$ cat src/rtl/irq_ctrl_pkg.sv
// Shared constants for the interrupt controller: register map, id width and
// a small helper that turns an encoder result into the CPU-visible id.
package irq_ctrl_pkg;

    localparam int DATA_W = 32;
    localparam int ID_W   = 5;

    localparam logic [3:0] ADDR_ENABLE  = 4'h0;
    localparam logic [3:0] ADDR_PENDING = 4'h4;
    localparam logic [3:0] ADDR_TYPE    = 4'h8;
    localparam logic [3:0] ADDR_CLAIM   = 4'hC;

    // Encoded interrupt id: 0 means no request, otherwise source index + 1.
    function automatic logic [ID_W-1:0] make_id(input logic valid,
                                                input logic [ID_W-1:0] index);
        logic [ID_W-1:0] id;
        id = '0;
        if (valid) begin
            id = index + 1'b1;
        end
        return id;
    endfunction

endpackage

$ cat src/rtl/irq_ctrl_prio_enc.sv
// Fixed-priority encoder: reports whether any request is set and the index of
// the lowest-numbered one, which is the source that wins arbitration.
module irq_prio_enc
    import irq_ctrl_pkg::*;
#(
    parameter int N = 8
)
(
    input  logic [N-1:0]    req,
    output logic            valid,
    output logic [ID_W-1:0] index
);

    // Scan from the top down so the lowest set bit is the last one to write index.
    always_comb begin
        valid = 1'b0;
        index = '0;
        for (int i = N - 1; i >= 0; i--) begin
            if (req[i]) begin
                valid = 1'b1;
                index = ID_W'(i);
            end
        end
    end

endmodule

$ cat src/rtl/irq_ctrl.sv
// Interrupt controller: latches edge- or level-type sources into a pending
// register, masks them with an enable register and presents the lowest
// active source to the CPU as a registered request plus id.
module irq_ctrl
    import irq_ctrl_pkg::*;
#(
    parameter int NSRC = 8
)
(
    input  logic              clk,
    input  logic              reset,
    input  logic              sel,
    input  logic              we,
    input  logic [3:0]        addr,
    input  logic [DATA_W-1:0] wdata,
    output logic [DATA_W-1:0] rdata,
    input  logic [NSRC-1:0]   irq_src,
    output logic              irq_out,
    output logic [ID_W-1:0]   irq_id
);

    logic [NSRC-1:0] enable_q;
    logic [NSRC-1:0] type_q;
    logic [NSRC-1:0] pending_q;
    logic [NSRC-1:0] src_q;

    logic            wr_en;
    logic [ID_W-1:0] claim_k;
    logic [NSRC-1:0] set_vec;
    logic [NSRC-1:0] w1c_vec;
    logic [NSRC-1:0] claim_vec;
    logic [NSRC-1:0] pending_d;
    logic [NSRC-1:0] active;
    logic            win_valid;
    logic [ID_W-1:0] win_index;

    logic            unused_wdata;

    assign wr_en        = sel & we;
    assign claim_k      = wdata[ID_W-1:0];
    assign active       = pending_q & enable_q;
    assign unused_wdata = ^wdata[DATA_W-1:NSRC];

    // Source events: level sources request whenever high, edge sources only
    // when the previous sample was low (src_q is zero after reset, so a source
    // already high at release counts as a fresh edge).
    always_comb begin
        set_vec = irq_src & ~(type_q & src_q);
    end

    // Write-one-to-clear mask from a PENDING write.
    always_comb begin
        w1c_vec = '0;
        if (wr_en && (addr == ADDR_PENDING)) begin
            w1c_vec = wdata[NSRC-1:0];
        end
    end

    // Claim clears the single source whose id was written; id 0 and ids beyond
    // the number of sources match no bit and are therefore ignored.
    always_comb begin
        claim_vec = '0;
        if (wr_en && (addr == ADDR_CLAIM)) begin
            for (int i = 0; i < NSRC; i++) begin
                if (claim_k == ID_W'(i + 1)) begin
                    claim_vec[i] = 1'b1;
                end
            end
        end
    end

    // Next pending value: a new event on a bit wins over a same-cycle clear.
    always_comb begin
        pending_d = set_vec | (pending_q & ~(w1c_vec | claim_vec));
    end

    irq_prio_enc #(
        .N     (NSRC)
    ) u_prio_enc (
        .req   (active),
        .valid (win_valid),
        .index (win_index)
    );

    // Register state and CPU outputs; reset overrides writes and source events.
    always_ff @(posedge clk) begin
        if (reset) begin
            enable_q  <= '0;
            type_q    <= '0;
            pending_q <= '0;
            src_q     <= '0;
            irq_out   <= 1'b0;
            irq_id    <= '0;
        end else begin
            src_q     <= irq_src;
            pending_q <= pending_d;
            if (wr_en && (addr == ADDR_ENABLE)) begin
                enable_q <= wdata[NSRC-1:0];
            end
            if (wr_en && (addr == ADDR_TYPE)) begin
                type_q <= wdata[NSRC-1:0];
            end
            irq_out <= win_valid;
            irq_id  <= make_id(win_valid, win_index);
        end
    end

    // Read mux is purely combinational and independent of sel.
    always_comb begin
        rdata = '0;
        case (addr)
            ADDR_ENABLE:  rdata[NSRC-1:0] = enable_q;
            ADDR_PENDING: rdata[NSRC-1:0] = pending_q;
            ADDR_TYPE:    rdata[NSRC-1:0] = type_q;
            ADDR_CLAIM:   rdata[ID_W-1:0] = irq_id;
            default:      rdata = '0;
        endcase
    end

endmodule

$ cat config.mk
export PLATFORM = sky130hd
export DESIGN_NAME = irq_ctrl
export DESIGN_NICKNAME = d
export VERILOG_FILES = /design/src/rtl/irq_ctrl_pkg.sv /design/src/rtl/irq_ctrl_prio_enc.sv /design/src/rtl/irq_ctrl.sv
export SDC_FILE = /design/constraint.sdc
export NUM_CORES = 1
export LEC_CHECK = 0
export CAP_MARGIN = 15
export CORE_MARGIN = 10
export CORE_UTILIZATION = 45
export DETAILED_ROUTE_END_ITERATION = 6
export DONT_BUFFER_PORTS = 1
export SKIP_LAST_GASP = 1
export SLEW_MARGIN = 15
export SYNTH_ARGS = -nofsm -noshare
export SYNTH_HDL_FRONTEND = slang
export SYNTH_HIERARCHICAL = 1
export SYNTH_SLANG_ARGS = --single-unit
export TNS_END_PERCENT = 30
$ cat constraint.sdc
create_clock -name clk -period 3.2 [get_ports clk]
set_input_delay 0.8 -clock clk [delete_from_list [all_inputs] [get_ports clk]]
set_output_delay 0.8 -clock clk [all_outputs]
set_load 0.03 [all_outputs]
==> results.toml, run 1 <==
[outcome]
status = "completed"

[min_path]
hold_end = "enable_q[6]"
hold_depth = 2
hold_path_class = "reg -> reg"
worstHoldStart = "enable_q[6]"

[drt]
wire_per_inst_um = 18.4
vias = 1669
dr.pass1.iters = 4
vias_per_cell = 5.64
detail-route-antenna-nets = 0
drcViolationCount = 0
routed_wl_mm = 5.44
dr.first_iter.drc_count = 120

[pwr]
ir_drop_v = 0.000255
p_sw_share_pct = 26.8
p_per_area_mw_per_mm2 = 449
leakage_nw = 0.786
p_switching_mw = 0.254
pwr-share-clk_pct = 36.3
p_int_mw = 0.693
power_frac_comb_pct = 10.6
p_seq_share_pct = 53.1

[sta]
tightest_slew_ns = 0.570
relSlewSlack_pct = 61.5
setup_viol = 0
fin_setup_tns_ns = 0
period_minus_slack_ns = 2.70
layout_setup_ws_ns = 0.502
period_share_pct = 84.3
skew_ns = 0.00805
final_hold_viol_count = 0
fmax_ghz = 0.371
maxSlewViolCount = 0
rsz0062_at_grt = "no"

[critical_path]
reg2reg_slack_ns = 1.46
regToRegEndpoint = "irq_id[2]"
cp_slowest_stage_delay_ns = 0.45
end_kind = "primary output"
worstPathArrival_ns = 1.90
critPathKind = "in -> out"
critPathTopFamily = "simple AND/OR/NAND/NOR gates"
path_buf_inv = 1
rr_worst_depth = 5
cpMaxStageDelayCell = "nor4b_4"
crit_path_start_kind = "input port"
rr_startpoint = "pending_q[2]"
crit_required_ns = 2.40
crit_cells = 4
worstPathCellList = "nor4b_4, buf_4, a22oi_1, nand2_1"
cp_max_fo = 10

[synth]
yosys-top-cells-area = "dfxtp_1 (36%), buf_4 (9.3%), nand3_1 (6.4%)"
yosysTopAreaCellShare_pct = 36.2
synth-edff-count = 0
synth_async_sr_flop_share_pct = 0
synth-seq-cells = 38
yosysSeqAreaShare_pct = 36.2
synth.distinct_cells = 44
yosysTopAreaCell = "dfxtp_1"
ys_warn_count = 6
synth_area_mm2 = 0.00210
synthFlopType = "dfxtp_1"
syn_inst = 247
avgSynthCellArea_um2 = 8.52

[floorplanning]
io_pins = 86
core_mm2 = 0.00444
placementRows = 24
die_w_um = 88.4
die_area_mm2 = 0.00781
initial_utilization_pct = 47.3
die_y_um = 88.4

[cts]
numCtsBuffers = 5
cts-root-buf = "clkbuf_8"
post_cts_buffers = 0
cts_tree = "yes"
cts_resized = 0
clockBufferDepth = 2
clk_pin_slew_ns = 0.07
cts_hold_buffers = 0
cts_max_level = 2
cts.sinks = 38
clk_latency_ns = 0.29

[placed_design]
gp_congestion = 0.737
place_hpwl_mm = 3.94
place_area_mm2 = 0.00202
place_inst = 288
port_buffers = 0
dp_slack_ns = 0.480

[global_routing]
met2_usage_pct = 23.5
grt_pass1_wl_mm = 8.54
gr-usage-met3_pct = 4.96
antenna_found_initial = 0
met1_usage_pct = 16.1
grtUsageTotal_pct = 14.1
grt_pass1_vias = 1638
top_usage_layer = "met2"
grt_max_degree = 36
grt_overflow_total = 0

[final_layout]
area_growth_pct = 0.297
nets = 292
diodes = 0
fin_cells = 296
final_cell_area_mm2 = 0.00211
layout-drive-gt1-share_pct = 7.38

[job]
drv_cap = 0
-- power by group through the flow --
stage	Combinational [mW]	Sequential [mW]	Clock, mW
4_1_cts	0.0993	0.503	0.354
2_1_floorplan	0.120	0.509	0
3_5_place_dp	0.0992	0.514	0
6_report	0.101	0.503	0.344
5_1_grt	0.109	0.505	0.372
3_3_place_gp	0.0987	0.513	0
-- worst min-delay path: cells and delay by family, from the launching register on --
kind / cells / cell delay (ns)
compound gates: 2 / 0.13
flops: 1 / 0.32
-- layout by cell type (no fill, tap or decap), drive strengths merged, types with 7 or more instances in the layout --
| cell | instances |
|---|---|
| inv | 7 |
| conb | 26 |
| and2 | 10 |
| a21oi | 18 |
| o21ai | 17 |
| a22oi | 12 |
| dfxtp | 38 |
| nor2b | 14 |
| nand2 | 15 |
| clkbuf | 7 |
| nand3 | 27 |
-- stage by stage --
step                      power, mW  hold slack [ns]  util (%)
after CTS                     0.956            0.485      47.5
after floorplan               0.630            0.459         -
after global placement        0.612            0.463      45.4
final                         0.947            0.483      47.5
after detailed placement      0.613            0.472      45.4
after global routing          0.986            0.510      47.5
-- cell families (layout without fill, tap and decap cells) --
group                      Yosys count  after routing  synth area share [%]
xor gates and xnor gates             3              3                  1.25
other                                2             26                 0.357
DFF                                 38             38                  36.2
adders and majority gates            1              1                 0.595
AOI/OAI and AO/OA                   62             62                  19.1
buffers and inverters               46             19                  14.1
and+or+nand+nor                     95             95                  28.4
-- synth_stat cells, types with 2 or more instances --
cell type and instances:
nand3_1 27, nand2_1 15, a21oi_1 18, inv_1 7
xor2_1 2, or4_1 3, nor2_1 6, nand2b_1 2
nor4b_1 2, nand4_1 2, and2_1 10, buf_4 26
a32o_1 5, buf_2 3, buf_6 3, nor4b_4 2
a222oi_1 3, nor2b_1 14, dfxtp_1 38, clkbuf_1 7
a22oi_1 12, conb_1 2, o21ai_0 17
-- routing by layer --
metal  vias up  routed length, µm
li1        828                  -
met4         0                 78
met2        51               2590
met5         -                  0
met3         8                419
met1       782               2360
-- flip-flops by register name, indices dropped and copies added (netlist names) --
register and count:
enable_q 8, pending_q 8, src_q 8, type_q 8
irq_id 5, irq_out 1
-- worst max path at each step --
stage | start | endpoint | slack [ns]
floorplan | addr[1] | rdata[0] | 0.67
global placement | addr[1] | rdata[0] | 0.49
detailed placement | addr[1] | rdata[1] | 0.48
CTS | addr[1] | rdata[1] | 0.48
global route | addr[1] | rdata[2] | 0.38
finish | addr[1] | rdata[1] | 0.50
-- final cells by class --
cell class | count | area (µm²)
fill | 464 | 2330
sequential | 38 | 761
clock inverter | 1 | 5.00
inverter | 7 | 26.3
clock buffer | 7 | 86.3
multi-input combinational | 187 | 1140
timing repair buffer | 4 | 30.0
tap | 52 | 65.1
Note: power is estimated with default switching activity, not from simulation.
==> inputs of run 2 (changes only) <==
==> constraint.sdc (replaced) <==
create_clock -name clk -period 2.3 [get_ports clk]
set_input_delay 0.575 -clock clk [delete_from_list [all_inputs] [get_ports clk]]
set_output_delay 0.575 -clock clk [all_outputs]
set_load 0.03 [all_outputs]
==> run 2 against run 1 <==
Compared with the run above:
- global-route usage up 0.34 points
- flip-flop and latch count unchanged
- die area unchanged
- combinational power up 51%
- highest routed layer unchanged
==> results.toml, run 2 (synthesis gave the netlist of run 1 again) <==
[outcome]
status = "completed"

[critical_path]
end_kind = "primary output"
crit_path_start_kind = "input port"
cp_max_fo = 11
worstPathArrival_ns = 1.46
critPathKind = "in -> out"
crit_required_ns = 1.73

[global_routing]
antenna_found_initial = 0
grt_pass1_wl_mm = 8.89
grt_max_degree = 36
grt_pass1_vias = 1706
grt_overflow_total = 0
grtUsageTotal_pct = 14.4

[drt]
dr.pass1.iters = 4
dr_wl_met3_um = 481
drcViolationCount = 0
dr.max_layer_used = "met4"
detail-route-antenna-nets = 0
vias = 1716
vias_per_cell = 5.59
m1WireLength_mm = 2.29
wire_per_inst_um = 17.7
routed_wl_mm = 5.42
met2_length_mm = 2.59
dr.first_iter.drc_count = 112

[sta]
fmax_ghz = 0.492
tightest_slew_ns = 0.588
fin_setup_tns_ns = 0
final_hold_viol_count = 0
setup_viol = 0
relSlewSlack_pct = 60.3
maxSlewViolCount = 0
period_minus_slack_ns = 2.03
whs_ns = 0.352
rsz0062_at_grt = "no"
period_share_pct = 88.4
skew_ns = 0.00621

[pwr]
p_seq_share_pct = 44.9
p_sw_share_pct = 23.2
power_frac_comb_pct = 9.9
ir_drop_v = 0.000387
leakage_nw = 0.885
p_int_mw = 1.20
p_per_area_mw_per_mm2 = 671
pwr-share-clk_pct = 45.2
p_switching_mw = 0.360

[placed_design]
gp_congestion = 0.773
place_hpwl_mm = 3.94
port_buffers = 0

[final_layout]
final_cell_mix = "dfxtp_1 (38), nand3_1 (27), conb_1 (26), a21oi_1 (18), o21ai_0 (17)"
nets = 303
diodes = 0
fin_util_pct = 52.2
area_growth_pct = 10.2
layout-drive-gt1-share_pct = 11.8
mostFrequentLayoutCell = "dfxtp_1"

[floorplanning]
placementRows = 24
die_y_um = 88.4
die_area_mm2 = 0.00781
die_w_um = 88.4
io_pins = 86
initial_utilization_pct = 47.3
core_mm2 = 0.00444

[cts]
cts_tree = "yes"
clk_pin_slew_ns = 0.07
cts_max_level = 2
clockBufferDepth = 2
post_cts_buffers = 0
numCtsBuffers = 5
cts_resized = 0
cts-root-buf = "clkbuf_8"
cts.sinks = 38
cts_hold_buffers = 0
clk_latency_ns = 0.29

[min_path]
hold_path_class = "in -> reg"

[job]
drv_cap = 0
==> run 2: metrics by stage <==
step	instances	setup WS (ns)	power, mW	cell area (µm²)
after floorplan	271	0.218	0.876	2190
after global placement	299	0.269	0.864	2180
after detailed placement	299	0.267	0.866	2180
after CTS	307	0.265	1.56	2320
after global routing	307	0.175	1.62	2320
final	307	0.267	1.56	2320
==> run 2: per-layer routing <==
layer  vias to the layer above  GRT usage [%]
met5                         -              0
met4                         0           5.14
met3                         4           5.24
met2                        63           23.6
met1                       799           17.0
li1                        850              -
==> run 2: worst paths after layout <==
kind                                    from          end  slack [ns]  cells past startpoint
worst max-delay path                 addr[1]     rdata[0]        0.27                      5
worst min register to register   enable_q[0]  enable_q[0]        0.48                      2
worst min-delay path                   reset    type_q[7]        0.35                      1
worst max register to register  pending_q[2]    irq_id[2]        0.55                      5
==> run 2: power by group through the flow <==
stage	sequential [mW]	clock, mW	combinational, mW
6_report	0.700	0.704	0.153
5_1_grt	0.703	0.747	0.167
4_1_cts	0.700	0.713	0.152
3_5_place_dp	0.715	0	0.151
3_3_place_gp	0.714	0	0.151
2_1_floorplan	0.709	0	0.167
==> run 2: layout make-up <==
cell class              instances  area, µm²
fillers                       456       2130
clock buffers                   6       82.6
multi-input cells             187       1140
inverters                       7       26.3
well taps                      52       65.1
clock inverters                 2       60.1
flip-flops and latches         38        761
repair buffers                 15        188
==> run 2: worst max-delay path, stage by stage <==
cell     delay, ns
nor4b_4       0.27
buf_4         0.24
a22oi_1       0.11
nand2_1       0.13
buf_12        0.13
